--- config.mk ---
export PLATFORM = sky130hd
export DESIGN_NAME = port_pkt_gen
export DESIGN_NICKNAME = d
export VERILOG_FILES = /design/src/rtl/packet_pkg.sv /design/src/rtl/port_pkt_gen_lfsr16.sv /design/src/rtl/port_pkt_gen.sv
export SDC_FILE = /design/constraint.sdc
export NUM_CORES = 1
export LEC_CHECK = 0
export CORE_ASPECT_RATIO = 0.6
export CORE_UTILIZATION = 45
export CTS_CLUSTER_SIZE = 12
export DETAILED_ROUTE_END_ITERATION = 10
export MAX_ROUTING_LAYER = met4
export PLACE_DENSITY = 0.78
export RECOVER_POWER = 100
export SETUP_SLACK_MARGIN = 0.5
export SLEW_MARGIN = 20
export SYNTH_ARGS = -nofsm -noshare
export SYNTH_HDL_FRONTEND = slang
export SYNTH_SLANG_ARGS = --single-unit
--- constraint.sdc ---
create_clock -name clk -period 3.35 [get_ports clk]
set_input_delay 0.335 -clock clk [delete_from_list [all_inputs] [get_ports clk]]
set_output_delay 0.335 -clock clk [all_outputs]
set_load 0.1 [all_outputs]
--- src/rtl/packet_pkg.sv ---
// Shared types and constants for the port packet generator.
package packet_pkg;

    localparam int NUM_PORTS = 4;
    localparam int LFSR_W    = 16;

    // Feedback taps for x^16+x^14+x^13+x^11+1 on a left-shifting register:
    // state bits 15, 13, 12 and 10.
    localparam logic [LFSR_W-1:0] LFSR_TAPS = 16'hB400;

    typedef enum logic [1:0] {
        ST_IDLE = 2'd0,
        ST_SEND = 2'd1,
        ST_GAP  = 2'd2,
        ST_DONE = 2'd3
    } gen_state_t;

    // One Fibonacci step: shift left, XOR of the taps enters at bit 0.
    function automatic logic [LFSR_W-1:0] lfsr_next(input logic [LFSR_W-1:0] s);
        return {s[LFSR_W-2:0], ^(s & LFSR_TAPS)};
    endfunction

    // Isolate the least significant set bit of a port mask.
    function automatic logic [NUM_PORTS-1:0] lowest_bit(input logic [NUM_PORTS-1:0] m);
        return m & (~m + 1'b1);
    endfunction

endpackage

--- src/rtl/port_pkt_gen_lfsr16.sv ---
// 16-bit Fibonacci LFSR that advances only when enabled.
module lfsr16
    import packet_pkg::*;
#(
    parameter logic [LFSR_W-1:0] SEED = 16'hACE1
) (
    input  logic              clk,
    input  logic              rst_n,
    input  logic              en,
    output logic [LFSR_W-1:0] state
);

    // An all-zero seed would lock the register up, so substitute 1.
    localparam logic [LFSR_W-1:0] SEED_EFF = (SEED == '0) ? 16'h0001 : SEED;

    // Shift register; holds its value when not enabled.
    always_ff @(posedge clk or negedge rst_n) begin
        if (!rst_n) begin
            state <= SEED_EFF;
        end else if (en) begin
            state <= lfsr_next(state);
        end
    end

endmodule

--- src/rtl/port_pkt_gen.sv ---
// Pseudo-random packet source for one ingress port of switch_4port.
//
// state | meaning
// IDLE  | waiting for start
// SEND  | valid_in high, one packet this cycle
// GAP   | idle cycles between packets
// DONE  | one-cycle done pulse, then IDLE
module port_pkt_gen
    import packet_pkg::*;
#(
    parameter int               PORT_ID = 0,
    parameter int               CNT_W   = 16,
    parameter logic [LFSR_W-1:0] SEED   = 16'hACE1
) (
    input  logic                 clk,
    input  logic                 rst_n,
    input  logic                 start,
    input  logic                 abort,
    input  logic [CNT_W-1:0]     num_pkts,
    input  logic [3:0]           gap,
    input  logic [NUM_PORTS-1:0] target_mask,
    output logic                 busy,
    output logic                 done,
    output logic [CNT_W-1:0]     sent_cnt,
    output logic                 valid_in,
    output logic [3:0]           source_in,
    output logic [NUM_PORTS-1:0] target_in,
    output logic [7:0]           data_in
);

    localparam logic [NUM_PORTS-1:0] OWN_BIT = 4'b0001 << PORT_ID;
    localparam logic [3:0]           SRC_ID  = 4'(PORT_ID);

    gen_state_t           state;
    gen_state_t           next_state;
    logic [CNT_W-1:0]     num_q;
    logic [3:0]           gap_q;
    logic [3:0]           gap_cnt;
    logic [NUM_PORTS-1:0] emask_q;
    logic [NUM_PORTS-1:0] emask_in;
    logic [NUM_PORTS-1:0] emask_use;
    logic [NUM_PORTS-1:0] pkt_target;
    logic [LFSR_W-1:0]    lfsr;
    logic                 lfsr_en;
    logic                 last_pkt;
    logic                 start_ok;
    logic                 accept;

    // Middle LFSR bits do not feed any output.
    logic [3:0] unused_lfsr_mid;
    assign unused_lfsr_mid = lfsr[7:4];

    assign emask_in = target_mask & ~OWN_BIT;
    // The first packet is built on the start edge, before emask_q is loaded.
    assign emask_use = (state == ST_IDLE) ? emask_in : emask_q;
    assign last_pkt  = (sent_cnt == num_q);
    assign start_ok  = (num_pkts != '0) && (emask_in != '0);
    assign accept    = (state == ST_IDLE) && start;

    lfsr16 #(
        .SEED (SEED)
    ) u_lfsr (
        .clk   (clk),
        .rst_n (rst_n),
        .en    (lfsr_en),
        .state (lfsr)
    );

    // State register.
    always_ff @(posedge clk or negedge rst_n) begin
        if (!rst_n) begin
            state <= ST_IDLE;
        end else begin
            state <= next_state;
        end
    end

    // Next-state, LFSR enable and candidate packet target.
    always_comb begin
        next_state = state;
        lfsr_en    = 1'b0;
        pkt_target = lfsr[3:0] & emask_use;
        if (pkt_target == '0) begin
            pkt_target = lowest_bit(emask_use);
        end
        case (state)
            ST_IDLE: begin
                if (start) begin
                    next_state = start_ok ? ST_SEND : ST_DONE;
                end
            end
            ST_SEND: begin
                if (abort || last_pkt) begin
                    next_state = ST_DONE;
                end else if (gap_q != '0) begin
                    next_state = ST_GAP;
                end else begin
                    next_state = ST_SEND;
                end
            end
            ST_GAP: begin
                if (abort) begin
                    next_state = ST_DONE;
                end else if (gap_cnt <= 4'd1) begin
                    next_state = ST_SEND;
                end
            end
            ST_DONE: begin
                next_state = ST_IDLE;
            end
            default: begin
                next_state = ST_IDLE;
            end
        endcase
        // Packet fields are registered on the edge entering SEND, so the
        // LFSR steps on that same edge, after its value has been used.
        lfsr_en = (next_state == ST_SEND);
    end

    // Run parameters captured when a start is accepted.
    always_ff @(posedge clk or negedge rst_n) begin
        if (!rst_n) begin
            num_q   <= '0;
            gap_q   <= '0;
            emask_q <= '0;
        end else if (accept) begin
            num_q   <= num_pkts;
            gap_q   <= gap;
            emask_q <= emask_in;
        end
    end

    // Inter-packet gap down-counter, loaded on entry to GAP.
    always_ff @(posedge clk or negedge rst_n) begin
        if (!rst_n) begin
            gap_cnt <= '0;
        end else if (next_state == ST_GAP && state != ST_GAP) begin
            gap_cnt <= gap_q;
        end else if (state == ST_GAP) begin
            gap_cnt <= gap_cnt - 4'd1;
        end
    end

    // Packet counter: cleared on start, counts on the edge raising valid_in.
    always_ff @(posedge clk or negedge rst_n) begin
        if (!rst_n) begin
            sent_cnt <= '0;
        end else if (accept) begin
            sent_cnt <= start_ok ? CNT_W'(1) : '0;
        end else if (next_state == ST_SEND && sent_cnt != '1) begin
            sent_cnt <= sent_cnt + CNT_W'(1);
        end
    end

    // Registered packet strobe, payload and status outputs.
    always_ff @(posedge clk or negedge rst_n) begin
        if (!rst_n) begin
            valid_in  <= 1'b0;
            target_in <= '0;
            data_in   <= '0;
            source_in <= SRC_ID;
            busy      <= 1'b0;
            done      <= 1'b0;
        end else begin
            valid_in  <= (next_state == ST_SEND);
            target_in <= (next_state == ST_SEND) ? pkt_target : '0;
            data_in   <= (next_state == ST_SEND) ? lfsr[15:8] : '0;
            source_in <= SRC_ID;
            busy      <= (next_state == ST_SEND) || (next_state == ST_GAP);
            done      <= (next_state == ST_DONE);
        end
    end

endmodule
# After elaboration in Yosys (flattened, before gate mapping)
# Index checks and enable logic that the tools add are counted.
# classes
addsub	3
magnitude_cmp	1
eq_ne	9
muxes	16
bitwise_logic	3
reduce_logical	14
# op_table
cell	n
$mux W16	2
$mux W4	5
$add A16 B1 Y16 const B	1
$eq A16 B16 Y1	1
$ne A16 B16 Y1 const B	1
$reduce_bool A16 Y1	1
$reduce_xor A16 Y1	1
$mux W2	6
$and A4 B4 Y4	2
$eq A2 B2 Y1 const B	4
$mux W8	1
$pmux W2 S4	1
$reduce_bool A4 Y1	2
$add A4 B1 Y4 const B	1
$eq A2 B1 Y1 const B	2
$le A4 B1 Y1 const B	1
$logic_and A1 B1 Y1	4
$logic_not A4 Y1	1
$not A4 Y4	1
$reduce_bool A2 Y1	2
$sub A4 B1 Y4 const B	1
$logic_not A2 Y1	1
$logic_or A1 B1 Y1	2
$ne A2 B2 Y1 const B	1
$mux W1	1
# word_totals
ff_bits	76
inputBits	28
output_inout_bits	35
wordCells	58

# Logic depth before layout (Yosys ltp)
# depth
ltp_word	9
mapped_depth	13
mapped_depth_nobuf	12

# Cells and area by module
# Synthesis repeated with hierarchy kept, for this count alone.
# unflattened
cells_unflattened	292
area_unflattened_um2	3559.7
# by_module_without_submodules
module	n_inst	cells_per_inst	area_each_um2	seq_area_each_um2
port_pkt_gen	1	254	2884.0	1476.4
lfsr16	1	38	675.6	410.4

# Worst setup path before layout
# Ideal clock, no wire load.
# synth_path
path_type	flip-flop to flip-flop
from	register sent_cnt[8]
to	register sent_cnt[8]
setup_time_ns	0.077
arrival_time_ns	3.426
required_time_ns	3.273
slack_ns	-0.154
stages_incl_launch_ff	13
n_path_buf	2
synth_period_minus_slack_ns	3.504
cell_sequence	dfrtp_1 > buf_6 > xnor2_1 > nand4_1 > nor4_1 > nor4bb_1 > o32ai_1 > ha_1 > clkbuf_1 > nand4_1 > o21bai_1 > or3_1 > a21oi_1
# synth_between
elab_chain_cells	7
word_cells_on_any_way	11
cone_classes	add/sub (1); eq/ne (3); mux (4); reduce/logical (3)
# synth_rtl
item	line_no	rtl
start: declaration	port_pkt_gen.sv:24	output logic [CNT_W-1:0] sent_cnt,
start signal: assignment	port_pkt_gen.sv:149	sent_cnt <= start_ok ? CNT_W'(1) : '0;
start signal: assignment	port_pkt_gen.sv:151	sent_cnt <= sent_cnt + CNT_W'(1);
$eq A16 B16 Y1	port_pkt_gen.sv:56	assign last_pkt = (sent_cnt == num_q);
$logic_or A1 B1 Y1	port_pkt_gen.sv:93	if (abort || last_pkt) begin
$mux W2	port_pkt_gen.sv:93	
$pmux W2 S4	port_pkt_gen.sv:86	case (state)
named net next_state[0]	port_pkt_gen.sv:35	gen_state_t next_state;
$eq A2 B1 Y1	-	
named net lfsr_en	port_pkt_gen.sv:44	logic lfsr_en;
$logic_and A1 B1 Y1	port_pkt_gen.sv:150	end else if (next_state == ST_SEND && sent_cnt != '1) begin
$reduce_bool A2 Y1 (no line)	-	
# The timed path passes the listed nets, and every way through them passes these cells. The select of a mux whose other input is x is not followed.
# A chain may end at the register's enable or synchronous reset.

# Worst setup path in the final report
# layout_path
from	register sent_cnt[8]
to	register sent_cnt[14]
# layout_between
elab_chain_cells	7
word_cells_on_any_way	11
cone_classes	add/sub (1); eq/ne (3); mux (4); reduce/logical (3)
# layout_rtl
item	line_no
$eq A16 B16 Y1	port_pkt_gen.sv:56
$logic_or A1 B1 Y1	port_pkt_gen.sv:93
$mux W2	port_pkt_gen.sv:93
$pmux W2 S4	port_pkt_gen.sv:86
$eq A2 B1 Y1	-
named net lfsr_en	port_pkt_gen.sv:44
$logic_and A1 B1 Y1	port_pkt_gen.sv:150
$reduce_bool A2 Y1 (no line)	-
# The timed path passes the listed nets, and every way through them passes these cells. The select of a mux whose other input is x is not followed.

==> key figures <==
Timing
  • Final setup violating endpoints: 0
  • Final Cycle Share: 0.872
  • RSZ-0062 raised after global routing: yes
  • Worst-case hold slack: around 430 ps
  • Worst-Margin Slew: roughly 1700 ps
  • Fin worst setup slack: ~430 ps
  • Normalized max-slew margin: -0.117
  • Fmax: about 0.34 GHz
  • Max Clock Skew: slightly below 6 ps
  • Final setup TNS: 0 ps
  • Final min period: 2920 ps
  • Max Slew Vio Count: 32
  • Hold Fails Final Rpt: 0

Critical path
  • Worst R2R Path Depth: 12
  • CP startpoint: sent_cnt[8]
  • Delay-heaviest family, CP: simple AND/OR/NAND/NOR gates
  • Slowest-stage cell, CP: dfrtp_4
  • Slowest stage delay, CP: roughly 500 ps
  • Reg-to-reg setup timing slack: between 400 and 500 ps
  • Worst r2r src: sent_cnt[8]
  • Crit path kind: reg2reg
  • WP buf/inv: 1
  • Crit Path Max Fanout: 5
  • CP Capture Type: flip-flop
  • FF-to-FF End: sent_cnt[14]
  • CP Launch Type: flip-flop
  • Crit-path cells: xnor2_1 -> nand4_1 -> nor4_4 -> clkbuf_4 -> o311ai_0 -> and3_1 -> ha_1 -> nand4_1 -> o21bai_4 -> nor3_1 -> xnor2_1 -> nor2_1
  • CP Data Required Time: around 3500 ps
  • Worst path depth: 12
  • Worst Path Arrival: about 3100 ps

Clock tree
  • Htree depth: 3
  • Clock Latency Late Sink: 330 ps
  • CTS max path bufs: 2
  • CTS tree: done
  • Root Buffer: clkbuf_16
  • Cts hold-fix bufs: 0
  • CTS Buf Count: 9
  • Clock Sinks: 75
  • Clk pin slew, worst setup/hold paths: approximately 60 ps

GRT
  • Vias in the first global route: roughly 2500
  • Initial antenna violation count: 0
  • Global route overflow: 0
  • Overall routing resource usage: 0.213
  • Largest net degree at the start of global routing: 46
  • First-pass GRT wire length: 12.7 mm

Pwr
  • Leak: 0.00200 uW
  • Pwr Density: roughly 1000 nW/um^2
  • Worst vdd ir: between 600 and 700 uV

Floorplanning
  • Die footprint: 8300 um^2
  • Die W: approximately 120 um
  • # rows: 24
  • Starting Density: 0.477
  • Top Ports: 63
  • Core area: around 7500 um^2
  • Die H: 71.0 um

Outcome
  • Status: finished, violations left
  • Failing checks: capacitance limit, slew limit

Layout
  • Most common cell after layout, fill and taps aside: dfrtp_1
  • Area growth, synth to finish: 33.1%
  • Share of layout cells above drive strength 1: 0.312
  • Final Non-Filler Cells: 476
  • Nets@finish: between 400 and 500
  • Antenna cells: 0
  • Commonest non-fill, non-tap cells in the layout: 51 x dfrtp_1, 38 x mux2_2, 30 x dlygate4sd3_1, 25 x xnor2_1, 25 x clkdlybuf4s50_1
  • Final core occ: 0.635

Drt
  • Vias: about 2500
  • DRC: 0
  • Final ANT Viol Nets: 0
  • Detailed Route Iter0 Violations: 238
  • Via density: 5.26
  • Routed WL per cell: approximately 16 um
  • Final WL: roughly 8 mm
  • First drt pass iteration count: 4

Synth
  • Post-synthesis cell area: around 3600 um^2
  • Warnings, synthesis: 0
  • EDFF count, synth: 0
  • Sequential fraction of the synthesis area: 0.529
  • Synth async-reset ratio: 1.00
  • Seq cells post-synth: 75
  • Post-synth cell types: 47
  • Ys flop type: dfrtp_1
  • Post-Syn Instances: 297
  • Average size of a mapped cell: around 12 um^2

Place
  • # port buffers: 56
  • Detailed placer's ending HPWL: 5.31 mm
  • DP Worst Slack: approximately 250 ps
  • Placer Congestion: just over 0.9
  • DP Cell Count: about 450

Hold path
  • Hold Path Class: in2async

Run
  • Maxcap violations: 1
==> logic make-up after synthesis <==
group / after synthesis / share of synthesized area
muxes: 43 / 0.134
xor gates and xnor gates: 31 / 0.0761
AOI/OAI and AO/OA: 26 / 0.0477
buffers and inverters: 24 / 0.0382
adders and majority gates: 6 / 0.0211
and+or+nand+nor: 91 / 0.153
other: 1 / 0.00105
DFF: 75 / 0.529
==> layer usage <==
layer	up-vias	track usage	share of wire	wire length (um)
met5	-	-	0	0
met4	0	0.0591	0.0068	53
met3	5	0.0634	0.044	343
met2	66	0.325	0.49	3800
met1	1241	0.277	0.46	3610
li1	1190	-	-	-
==> through the flow <==
step / instance area [um^2] / total power, uW
5_1_grt: 4740 / 5030
3_3_place_gp: 4270 / 3620
6_report: 4740 / 4760
3_5_place_dp: 4270 / 3700
2_1_floorplan: 3670 / 3250
4_1_cts: 4690 / 4820
==> cell usage after synthesis, drive strengths merged (7+ instances only) <==
master	n	area, um^2
nor2	18	67.6
a21oi	9	45.0
nor4	7	58.8
and2	9	56.3
nand3	8	40.0
dfstp	8	210
nand4	11	90.1
dfrtp	67	1680
buf	12	91.3
nand2	10	37.5
nor3	8	40.0
mux2	38	428
xnor2	30	263
==> flip-flops by register name, summed over array words and instances (netlist names) <==
name	flops
state	2
gap_q	4
gap_cnt	4
data_in	8
busy	1
valid_in	1
done	1
emask_q	3
num_q	16
u_lfsr.state	16
target_in	3
sent_cnt	16
==> where the power goes <==
part | internal, uW | switching [uW] | leakage (uW) | total, uW
logic | 879 | 1310 | 0.000945 | 2180
clock network | 604 | 380 | 0.000150 | 984
registers | 1310 | 282 | 0.000904 | 1600
total | 2800 | 1970 | 0.00200 | 4760
==> timing repair <==
item,in CTS,in global routing
cloned,0,0
pin swaps,4,9
endpoints found under the setup margin,33,29
gates resized for setup,7,12
buffers inserted,7,7
==> how the worst max path moves through the flow <==
stage	to	slack, ps
floorplan	sent_cnt[8]	430
CTS	sent_cnt[12]	480
global route	sent_cnt[14]	190
finish	sent_cnt[14]	430
global placement	sent_cnt[12]	400
detailed placement	sent_cnt[12]	250
==> cell type report <==
| class | instances | area (um^2) |
|---|---|---|
| fillers | 593 | 2730 |
| flip-flops and latches | 75 | 1930 |
| multi-input cells | 202 | 1680 |
| repair buffers | 73 | 677 |
| clock buffers | 10 | 239 |
| well taps | 104 | 130 |
| clock inverters | 6 | 72.6 |
| inverters | 6 | 22.5 |
(Power assumes the default switching activity.)
